==> src/rtl/maxmin_window_ctrl.sv <==
// maxmin_window_ctrl
// Second-stage decimator. Per-lane maxima and minima from stage 1 are folded
// over a window of N beats. Each closed window goes into a 2-entry result
// FIFO. A window that closes while the FIFO is full and not popping is
// dropped and counted.
module maxmin_window_ctrl #(
   parameter int LANES = 4,
   parameter int CNT_W = 16
) (
   input  logic                 clk,
   input  logic                 rst_n,
   input  logic [31:0]          cfg_n,
   input  logic                 cfg_load,
   input  logic                 run,
   input  logic                 beat_valid,
   input  logic [8*LANES-1:0]   s1_max,
   input  logic [8*LANES-1:0]   s1_min,
   output logic                 out_valid,
   input  logic                 out_ready,
   output logic [8*LANES-1:0]   out_max,
   output logic [8*LANES-1:0]   out_min,
   output logic                 win_done,
   output logic                 ovf,
   output logic [CNT_W-1:0]     drop_cnt,
   output logic                 busy
);

   localparam int W = 8 * LANES;

   typedef enum logic {
      IDLE = 1'b0,
      ACQ  = 1'b1
   } state_t;

   state_t           state;
   logic [31:0]      n_lat;
   logic [31:0]      beat_cnt;
   logic [W-1:0]     acc_max;
   logic [W-1:0]     acc_min;
   logic [W-1:0]     tail_max;
   logic [W-1:0]     tail_min;
   logic [1:0]       count;

   logic [31:0]      n_sel;
   logic [31:0]      n_eff;
   logic [31:0]      cnt_cur;
   logic             accept;
   logic             close;
   logic             pop;
   logic             drop;
   logic [W-1:0]     res_max;
   logic [W-1:0]     res_min;
   logic [1:0]       count_nxt;
   logic [CNT_W-1:0] drop_base;
   logic             ovf_base;

   // Per-lane unsigned maximum of two packed vectors.
   function automatic logic [W-1:0] vec_max(input logic [W-1:0] a, input logic [W-1:0] b);
      logic [W-1:0] r;
      r = {W{1'b0}};
      for (int k = 0; k < LANES; k++) begin
         r[8*k +: 8] = (a[8*k +: 8] > b[8*k +: 8]) ? a[8*k +: 8] : b[8*k +: 8];
      end
      return r;
   endfunction

   // Per-lane unsigned minimum of two packed vectors.
   function automatic logic [W-1:0] vec_min(input logic [W-1:0] a, input logic [W-1:0] b);
      logic [W-1:0] r;
      r = {W{1'b0}};
      for (int k = 0; k < LANES; k++) begin
         r[8*k +: 8] = (a[8*k +: 8] < b[8*k +: 8]) ? a[8*k +: 8] : b[8*k +: 8];
      end
      return r;
   endfunction

   // Window bookkeeping, closing detection, the combined result, and the FIFO occupancy update.
   always_comb begin
      // A cfg_load in the same cycle restarts the window with the new length.
      n_sel   = cfg_load ? cfg_n : n_lat;
      n_eff   = (n_sel == 32'd0) ? 32'd1 : n_sel;
      cnt_cur = cfg_load ? 32'd0 : beat_cnt;
      accept  = (state == ACQ) && beat_valid;
      close   = accept && (cnt_cur == (n_eff - 32'd1));
      if (cnt_cur == 32'd0) begin
         res_max = s1_max;
         res_min = s1_min;
      end else begin
         res_max = vec_max(acc_max, s1_max);
         res_min = vec_min(acc_min, s1_min);
      end
      pop  = out_valid && out_ready;
      drop = close && (count == 2'd2) && !pop;
      case (count)
         2'd0: begin
            if (close) begin
               count_nxt = 2'd1;
            end else begin
               count_nxt = 2'd0;
            end
         end
         2'd1: begin
            if (close && !pop) begin
               count_nxt = 2'd2;
            end else if (pop && !close) begin
               count_nxt = 2'd0;
            end else begin
               count_nxt = 2'd1;
            end
         end
         2'd2: begin
            if (pop && !close) begin
               count_nxt = 2'd1;
            end else begin
               count_nxt = 2'd2;
            end
         end
         default: count_nxt = 2'd0;
      endcase
      // cfg_load clears the status first. A drop in the same cycle then counts against the new configuration.
      if (cfg_load) begin
         drop_base = {CNT_W{1'b0}};
         ovf_base  = 1'b0;
      end else begin
         drop_base = drop_cnt;
         ovf_base  = ovf;
      end
   end

   // Run/idle state machine with the busy flag registered alongside it.
   always_ff @(posedge clk or negedge rst_n) begin
      if (!rst_n) begin
         state <= IDLE;
         busy  <= 1'b0;
      end else begin
         case (state)
            IDLE: begin
               if (run) begin
                  state <= ACQ;
                  busy  <= 1'b1;
               end else begin
                  state <= IDLE;
                  busy  <= 1'b0;
               end
            end
            ACQ: begin
               if (!run) begin
                  state <= IDLE;
                  busy  <= 1'b0;
               end else begin
                  state <= ACQ;
                  busy  <= 1'b1;
               end
            end
            default: begin
               state <= IDLE;
               busy  <= 1'b0;
            end
         endcase
      end
   end

   // Window length latch, beat counter and running accumulators.
   always_ff @(posedge clk or negedge rst_n) begin
      if (!rst_n) begin
         n_lat    <= 32'd1;
         beat_cnt <= 32'd0;
         acc_max  <= {W{1'b0}};
         acc_min  <= {W{1'b0}};
      end else begin
         if (cfg_load) begin
            n_lat <= cfg_n;
         end
         if (accept) begin
            acc_max <= res_max;
            acc_min <= res_min;
            // Leaving ACQ discards the partial window. A window closing on that same cycle is still pushed.
            if (close || !run) begin
               beat_cnt <= 32'd0;
            end else begin
               beat_cnt <= cnt_cur + 32'd1;
            end
         end else if (cfg_load || ((state == ACQ) && !run)) begin
            beat_cnt <= 32'd0;
         end
      end
   end

   // Two-entry result FIFO; the head entry drives out_max/out_min directly.
   always_ff @(posedge clk or negedge rst_n) begin
      if (!rst_n) begin
         out_max   <= {W{1'b0}};
         out_min   <= {W{1'b0}};
         tail_max  <= {W{1'b0}};
         tail_min  <= {W{1'b0}};
         count     <= 2'd0;
         out_valid <= 1'b0;
      end else begin
         case (count)
            2'd0: begin
               if (close) begin
                  out_max <= res_max;
                  out_min <= res_min;
               end
            end
            2'd1: begin
               if (close && pop) begin
                  out_max <= res_max;
                  out_min <= res_min;
               end else if (close) begin
                  tail_max <= res_max;
                  tail_min <= res_min;
               end
            end
            2'd2: begin
               if (pop) begin
                  out_max <= tail_max;
                  out_min <= tail_min;
                  if (close) begin
                     tail_max <= res_max;
                     tail_min <= res_min;
                  end
               end
            end
            default: begin
               out_max <= out_max;
               out_min <= out_min;
            end
         endcase
         count     <= count_nxt;
         out_valid <= (count_nxt != 2'd0);
      end
   end

   // Window-closed pulse, sticky overflow flag and saturating drop counter.
   always_ff @(posedge clk or negedge rst_n) begin
      if (!rst_n) begin
         win_done <= 1'b0;
         ovf      <= 1'b0;
         drop_cnt <= {CNT_W{1'b0}};
      end else begin
         win_done <= close;
         if (drop) begin
            ovf <= 1'b1;
            if (drop_base == {CNT_W{1'b1}}) begin
               drop_cnt <= drop_base;
            end else begin
               drop_cnt <= drop_base + {{(CNT_W-1){1'b0}}, 1'b1};
            end
         end else begin
            ovf      <= ovf_base;
            drop_cnt <= drop_base;
         end
      end
   end

endmodule

==> config.mk <==
export PLATFORM = sky130hd
export DESIGN_NAME = maxmin_window_ctrl
export DESIGN_NICKNAME = d
export VERILOG_FILES = /design/src/rtl/maxmin_window_ctrl.sv
export SDC_FILE = /design/constraint.sdc
export NUM_CORES = 1
export LEC_CHECK = 0
export ABC_AREA = 1
export BUFFER_PORTS_ARGS = -buffer_cell sky130_fd_sc_hd__buf_2
export CAP_MARGIN = 20
export CORE_UTILIZATION = 40
export DETAILED_ROUTE_END_ITERATION = 12
export HOLD_SLACK_MARGIN = 0.02
export PLACE_DENSITY = 0.68
export SKIP_CTS_REPAIR_TIMING = 1
export SLEW_MARGIN = 40
export SYNTH_ARGS = -nofsm -noshare
export SYNTH_HDL_FRONTEND = slang
export SYNTH_SLANG_ARGS = --single-unit
==> constraint.sdc <==
create_clock -name clk -period 8.8 [get_ports clk]
set_clock_uncertainty 0.15 [all_clocks]
set_input_delay 0.44 -clock clk [delete_from_list [all_inputs] [get_ports clk]]
set_output_delay 0.44 -clock clk [all_outputs]
set_load 0.02 [all_outputs]
==> flow_summary.ini, run 1 <==
[setup_path]
crit_slowest_cell = buf_4
r2r-start = n_lat[0]
cp-end-kind = flop
crit_start = cfg_load
cp.required_ps = 9080
critPathKind = in2reg
startpoint_type = input port
critPathMaxFanout = 65
cpPeakStageDelay_ps = 690
cp.arrival_ps = 6460
crit_path_frequent_cell = nand2_1

[timing]
tns_ps = 0
final-max-slew-violation-count = 0
fin_crit_ps = 6189
setup_viol = 0
tightestPinTransition_ps = 840.5
slew-limit-headroom_pct = 43.97
hold_violations = 0
fmax_mhz = 161.6
rsz0062_at_grt = false
layout_worst_path_cycle_share_pct = 70.33

[grt]
grt_max_degree = 100
antenna_found_initial = 0
grt_first_pass_wirelength_mm = 83.30
grt_pass1_vias = 16340
gr-total-overflow = 0
grt_util_all_layers_pct = 22.11

[power_and_ir_drop]
cellLeakagePower_uw = 0.01102
ir_drop_mv = 0.1350
powerDensity_nw_per_um2 = 160.2

[floorplan]
dieArea_sq_um = 45980
die_width_um = 214.4
initial_core_util_pct = 40.73
coreArea_sq_um = 44320
io_pins = 186
num_rows = 77
die_h_um = 214.4

[layout]
layout.nets = 2899
drive_above_1_share_pct = 12.41
fillCellCount = 4515
fin_cells = 3349
syn_to_final_growth_pct = 14.02

[drt]
ant_nets = 0
drt_iter0_markers = 1109
wl_mm = 50.05
first_pass_iters = 6
routed_via_density = 4.989
drc = 0
vias = 16710
wl_per_cell_um = 14.94

[logic_synthesis]
synth-edff-count = 0
avgSynthCellArea_sq_um = 6.942
synth.net_count = 2769
yosysWarnings = 0
synth_seq_cells = 278
yosysSeqAreaShare_pct = 38.55
async_reset_ff_share_pct = 100.0
syn_inst = 2600
netlist_area_sq_um = 18050
yosys_most_used_dff = dfrtp_1
synth_cell_types = 47

[clock_network]
clk_latency_ps = 550
clk_pin_slew_ps = 60
root_buffer = clkbuf_16
cts_inserted_buffers = 35
clockBufferDepth = 3
cts_sinks = 278
htree_levels = 2
tritoncts = yes

[worst_hold_path]
worstHoldStart = cfg_n[15]
hp-class = in2reg

[run]
maxCapViolations = 0

[placement]
gp_congestion = 0.9436
io_buffer_count = 185
dp_hpwl_mm = 34.07
dp.cells = 3282

[status]
outcome = finished clean
## power by group
group	total (uW)	switching (uW)	internal (uW)	leakage (uW)
logic	402	263	139	0.00706
registers	1370	35.1	1340	0.00335
clock network	1520	585	939	0.000603
## cells in the mapped netlist (2+ instances only)
library cell	number	area share (%)
nand2_1	791	16
inv_1	453	9.4
dfrtp_1	277	38
o21ai_0	209	5.8
nor2_1	175	3.6
nand3_1	151	4.2
nand4_1	102	3.5
ha_1	67	4.6
clkbuf_1	57	1.2
xor2_1	49	2.4
a21oi_1	43	1.2
buf_2	25	0.69
nor3_1	25	0.69
xnor2_1	22	1.1
nand2_2	14	0.49
o21bai_1	14	0.58
inv_2	13	0.27
nor2_2	12	0.42
buf_6	11	0.69
nor4_1	11	0.38
o21ai_2	9	0.44
buf_1	8	0.17
buf_8	5	0.42
nand2_4	5	0.31
nor2_4	5	0.31
o211ai_1	5	0.21
or2_2	5	0.17
nand3b_1	4	0.17
a31o_2	3	0.15
and2_1	3	0.10
nand4_2	3	0.21
o21a_1	3	0.12
o22ai_1	3	0.10
a211oi_1	2	0.083
and3_1	2	0.069
nor3_2	2	0.11
nor3b_1	2	0.083
## registers in the layout, indices dropped and copies added, names as in the netlist, 2 cells and up
register,cells
acc_max,32
acc_min,32
beat_cnt,32
n_lat,32
out_max,32
out_min,32
tail_max,32
tail_min,32
drop_cnt,16
count,2
## metrics by stage
step                      setup slack, ps  utilization (%)  cell area (sq um)  hold WS [ps]  power (uW)
final                                2611            46.44              20580         69.54        3297
after global placement               2319            43.48              19270         303.0        1777
after detailed placement             2035            43.50              19280         303.8        1792
after floorplan                      4212                -              18050        -5.591        1658
after CTS                            2560            46.26              20500        -193.1        3332
after global routing                 2071            46.43              20580         96.51        3457
## per-layer routing
metal	vias to the layer above	share of wire, %	global-route usage [%]
met4	0	2.4	6.429
met1	7860	46	29.53
met2	392	46	36.71
met5	-	0	0
li1	8379	-	-
met3	76	4.9	3.716
## layout by cell type (no fill, tap or decap), types with 11 or more instances in the layout
cell type	netlist	final
nand2_1	791	790
inv_1	453	450
dfrtp_1	277	277
o21ai_0	209	207
buf_2	25	184
nor2_1	175	172
nand3_1	151	151
nand4_1	102	102
ha_1	67	67
xor2_1	49	49
a21oi_1	43	43
clkbuf_16	0	35
nor3_1	25	24
xnor2_1	22	22
nand2_2	14	15
inv_2	13	14
o21bai_1	14	14
nor2_2	12	13
nor4_1	11	11
## logic make-up after synthesis
group                      Yosys count  share of synthesized area, %
xor gates and xnor gates            71                         3.445
adders and majority gates           67                         4.644
buffers and inverters              575                         13.01
DFF                                278                         38.55
AOI/OAI and AO/OA                  293                         8.741
and+or+nand+nor                   1316                         31.61
## cell type report
| class | count | area, sq um | area share (%) |
|---|---|---|---|
| inverter | 467 | 1754 | 8.523 |
| clock inverter | 13 | 193.9 | 0.9423 |
| timing repair buffer | 201 | 1100 | 5.344 |
| antenna | 2 | 5.005 | 0.02432 |
| tap | 592 | 740.7 | 3.599 |
| multi-input combinational | 1747 | 8801 | 42.76 |
| clock buffer | 49 | 1028 | 4.997 |
| sequential | 278 | 6958 | 33.81 |
## path summary, 6_finish.rpt
path | slack, ps | endpoint | depth (start not counted)
max | 2610 | out_max[3] | 29
min | 70 | n_lat[15] | 5
max reg2reg | 2820 | out_max[3] | 28
min reg2reg | 310 | out_max[31] | 2
max in group asynchronous | 6690 | out_min[29] | 4
min in group asynchronous | 260 | acc_min[4] | 2
## worst max-delay path: cells and delay by family
family | cells | cell delay (ps)
xor+xnor | 1 | 170
fa+ha+maj | 2 | 460
compound gates | 1 | 210
simple gates | 20 | 3630
buf+inv | 5 | 1520
No activity file was read; power rests on OpenSTA's default activity.
==> inputs of run 2 (changes only) <==
--- a/config.mk
+++ b/config.mk
@@ -11,7 +11,7 @@
 export CORE_UTILIZATION = 40
 export DETAILED_ROUTE_END_ITERATION = 12
 export HOLD_SLACK_MARGIN = 0.02
-export PLACE_DENSITY = 0.68
+export PLACE_DENSITY = 0.7
 export SKIP_CTS_REPAIR_TIMING = 1
 export SLEW_MARGIN = 40
 export SYNTH_ARGS = -nofsm -noshare
==> constraint.sdc (replaced) <==
create_clock -name clk -period 5 [get_ports clk]
set_clock_uncertainty 0.15 [all_clocks]
set_input_delay 0.25 -clock clk [delete_from_list [all_inputs] [get_ports clk]]
set_output_delay 0.25 -clock clk [all_outputs]
set_load 0.02 [all_outputs]
==> flow_summary.ini, run 2 (synthesis results as in run 1) <==
[power_and_ir_drop]
power_uw = 5916
powerDensity_nw_per_um2 = 279.4
ir_drop_mv = 0.1993
cellLeakagePower_uw = 0.01133

[setup_path]
cp-end-kind = flop
reg2reg_to = out_min[6]
startpoint_type = flop
cpPeakStageDelay_ps = 510
crit_start = n_lat[0]
cp.arrival_ps = 4810
r2r-start = n_lat[0]
critPathKind = reg2reg
cp.required_ps = 5270
crit_path_frequent_cell = nand2_1
rr_worst_depth = 29
crit_slowest_cell = dfstp_2
critPathMaxFanout = 64
reg2reg_slack_ps = 460
crit_end = out_min[6]

[timing]
setup_viol = 0
fmax_mhz = 220.4
tightestPinTransition_ps = 864.1
hold_violations = 5
slew-limit-headroom_pct = 42.39
final-max-slew-violation-count = 0
hold_ws_ps = -10.81
rsz0062_at_grt = false
layout_setup_ws_ps = 463.4
tns_ps = 0
fin_crit_ps = 4537
layout_worst_path_cycle_share_pct = 90.73

[layout]
fin_cells = 3404
mostFrequentLayoutCell = nand2_1
drive_above_1_share_pct = 13.59
layout_common_cells = nand2_1, inv_1, dfrtp_1
fillCellCount = 4382
layout.nets = 2954
multi_input_area_sq_um = 8797
fin_area_sq_um = 21180
seq_area_sq_um = 6958
syn_to_final_growth_pct = 17.33

[grt]
antenna_found_initial = 2
grt_pass1_vias = 16430
grt_max_degree = 114
grt_util_all_layers_pct = 22.23
grt_first_pass_wirelength_mm = 83.80
gr-total-overflow = 0

[drt]
drt_iter0_markers = 1206
drc = 0
wl_per_cell_um = 14.97
wl_mm = 50.97
first_pass_iters = 5
ant_nets = 0
vias = 17070
routed_via_density = 5.013

[worst_hold_path]
hp-class = in2reg

[placement]
io_buffer_count = 185
gp_congestion = 0.9363
post_dp_cell_area_sq_um = 19660
dp_hpwl_mm = 35.80
dp.cells = 3317
preCtsSetupSlack_ps = 9.476

[floorplan]
num_rows = 77
initial_core_util_pct = 40.73
dieArea_sq_um = 45980
die_h_um = 214.4
io_pins = 186
coreArea_sq_um = 44320
die_width_um = 214.4

[clock_network]
htree_levels = 2
root_buffer = clkbuf_16
clk_latency_ps = 550
cts_inserted_buffers = 36
tritoncts = yes
clockBufferDepth = 3
cts_sinks = 278
clk_pin_slew_ps = 60

[status]
outcome = finished, violations left
failed_checks = hold timing

[run]
maxCapViolations = 0
-- run 2: changes by cell type in the layout (fill, tap and decap cells not counted), moves of 2 or more --
cell	delta
clkbuf_16	+4
clkinv_2	-2
buf_12	+8
inv_6	-2
clkinvlp_4	+3
buf_4	+31
buf_6	-4
dlygate4sd3_1	+18
-- run 2: worst min-delay path by stage --
| stage | startpoint | cells past startpoint | end | slack [ps] |
|---|---|---|---|---|
| after floorplan | rst_n | 0 | acc_max[0] | -200 |
| after global placement | rst_n | 1 | out_max[24] | 300 |
| after detailed placement | rst_n | 1 | out_max[24] | 60 |
| after CTS | rst_n | 1 | out_max[24] | -510 |
| after global routing | cfg_n[1] | 6 | n_lat[1] | 10 |
| final | cfg_n[31] | 6 | n_lat[31] | -10 |
-- run 2: power breakdown --
part           internal (uW)  total [uW]  switching (uW)
Clock                   1710        2750            1040
Combinational            274         755             481
Sequential              2350        2410            61.7
Total                   4330        5920            1590
-- run 2: final cells by class --
type | count | area share (%)
well taps | 592 | 3.498
clock buffers | 52 | 5.258
clock inverters | 12 | 0.7562
inverters | 467 | 8.277
flip-flops and latches | 278 | 32.85
diodes | 1 | 0.01182
repair buffers | 255 | 7.805
multi-input cells | 1747 | 41.54
-- run 2: per-stage QoR --
step,utilization [%],hold WS (ps)
after floorplan,-,-195.6
after global placement,44.28,297.2
after detailed placement,44.35,64.32
after CTS,47.23,-513.4
after global routing,47.79,9.966
final,47.79,-10.81
-- run 2: critical path, delay by kind of cell, from the launching register on --
family	cells	cell delay (ps)
and+or+nand+nor	20	2220
adders and majority gates	2	420
xor gates and xnor gates	1	170
DFF	1	510
buffers and inverters	5	620
AOI/OAI and AO/OA	1	250
-- run 2: routing by layer --
layer	vias to the layer above	GRT usage (%)	wire length, um
met1	8034	30.06	23500
li1	8497	-	-
met5	-	0	13
met4	2	7.929	1358
met3	90	3.092	2707
met2	442	36.29	23390
==> inputs of run 3 (changes only) <==
--- a/config.mk
+++ b/config.mk
@@ -11,7 +11,7 @@
 export CORE_UTILIZATION = 40
 export DETAILED_ROUTE_END_ITERATION = 12
 export HOLD_SLACK_MARGIN = 0.02
-export PLACE_DENSITY = 0.7
+export PLACE_DENSITY = 0.57
 export SKIP_CTS_REPAIR_TIMING = 1
 export SLEW_MARGIN = 40
 export SYNTH_ARGS = -nofsm -noshare
==> flow_summary.ini, run 3 (synthesis results as in run 1) <==
[floorplan]
die_width_um = 214.4
initial_core_util_pct = 40.73
die_h_um = 214.4
dieArea_sq_um = 45980
io_pins = 186
coreArea_sq_um = 44320
num_rows = 77

[grt]
use_met3_pct = 3.560
grt_util_all_layers_pct = 22.51
busiest_layer = met2
gr-usage-met2_pct = 37.61
gr-total-overflow = 0
antenna_found_initial = 0
grt_first_pass_wirelength_mm = 84.19
grt_pass1_vias = 16370
grt_max_degree = 110
use_met1_pct = 29.99

[setup_path]
startpoint_type = input port
rr_worst_depth = 30
crit_path_frequent_cell = nand2_1
r2r-start = n_lat[22]
reg2reg_slack_ps = 380
crit_end = out_min[0]
crit_slowest_cell = dlygate4sd3_1
cp.required_ps = 5290
critPathMaxFanout = 64
crit_start = cfg_n[27]
critPathKind = in2reg
cp.arrival_ps = 4930
reg2reg_to = out_min[0]
cp-end-kind = flop
cpPeakStageDelay_ps = 530

[placement]
preCtsSetupSlack_ps = 116.2
gp_congestion = 0.8916
dp_hpwl_mm = 35.84
dp.cells = 3318
io_buffer_count = 185

[clock_network]
cts_sinks = 278
clk_latency_ps = 560
tritoncts = yes
clockBufferDepth = 3
htree_levels = 2
root_buffer = clkbuf_16
clk_pin_slew_ps = 60
cts_inserted_buffers = 35

[drt]
first_pass_iters = 5
wl_mm = 51.31
routed_via_density = 4.922
drc = 0
vias = 16760
drt_iter0_markers = 1020
wl_per_cell_um = 15.06
ant_nets = 0

[timing]
layout_setup_ws_ps = 353.7
fin_crit_ps = 4646
tightestPinTransition_ps = 869.6
layout_worst_path_cycle_share_pct = 92.93
final-max-slew-violation-count = 0
setup_viol = 0
hold_violations = 5
rsz0062_at_grt = false
slew-limit-headroom_pct = 41.41
tns_ps = 0
hold_ws_ps = -17.71
fmax_mhz = 215.2

[power_and_ir_drop]
ir_drop_mv = 0.2278
clkPwrFrac_pct = 45.3
cellLeakagePower_uw = 0.01132
p_comb_share_pct = 13.0
p_int_uw = 4218
switching_share_pct = 27.00
power_switching_uw = 1560
seqPwrFrac_pct = 41.7
powerDensity_nw_per_um2 = 273.3

[worst_hold_path]
hp-class = in2reg

[layout]
drive_above_1_share_pct = 13.29
fin_cells = 3406
fin_util_pct = 47.70
mostFrequentLayoutCell = nand2_1
syn_to_final_growth_pct = 17.13
layout_common_cells = nand2_1, inv_1, dfrtp_1
layout.nets = 2961
num_antenna_cells = 0

[status]
failed_checks = hold timing
outcome = finished, violations left

[run]
maxCapViolations = 0
[run 3: area by class of cell]
cell class                 count  area [sq um]
multi-input combinational   1747          8796
fill                        4503         23180
sequential                   278          6958
timing repair buffer         263          1710
clock inverter                 9         110.1
inverter                     467          1753
clock buffer                  50          1074
tap                          592         740.7
[run 3: critical path: cells and delay by family]
family / cells / cell delay, ps
AOI/OAI and AO/OA: 1 / 250
buffers and inverters: 7 / 1290
adders and majority gates: 2 / 450
and+or+nand+nor: 21 / 2470
xor gates and xnor gates: 1 / 170
[run 3: layer usage]
metal / routed length, um / up-vias
met3: 2144 / 75
met1: 24080 / 7871
met2: 23810 / 326
met5: 0 / -
li1: - / 8492
met4: 1277 / 0
[run 3: worst min path at each step]
stage	from	endpoint	depth (start not counted)
after floorplan	rst_n	acc_max[0]	0
after global placement	rst_n	acc_min[3]	1
after detailed placement	rst_n	acc_min[3]	1
after CTS	rst_n	acc_min[3]	1
after global routing	cfg_n[4]	n_lat[4]	5
final	cfg_n[11]	n_lat[11]	5
[run 3: power by group through the flow]
stage	Combinational, uW	Sequential [uW]	Clock (uW)
floorplan	481	2440	0
global placement	726	2450	0
detailed placement	740	2450	0
global route	877	2420	2780
finish	751	2410	2620
CTS	745	2410	2700
[run 3: metrics by stage]
stage                     power (uW)  cell area, sq um  hold slack (ps)
after global placement          3173             19660            126.6
after floorplan                 2918             18050           -195.6
after detailed placement        3190             19670            124.5
after global routing            6081             21140            23.18
after CTS                       5853             20850           -466.5
final                           5778             21140           -17.71
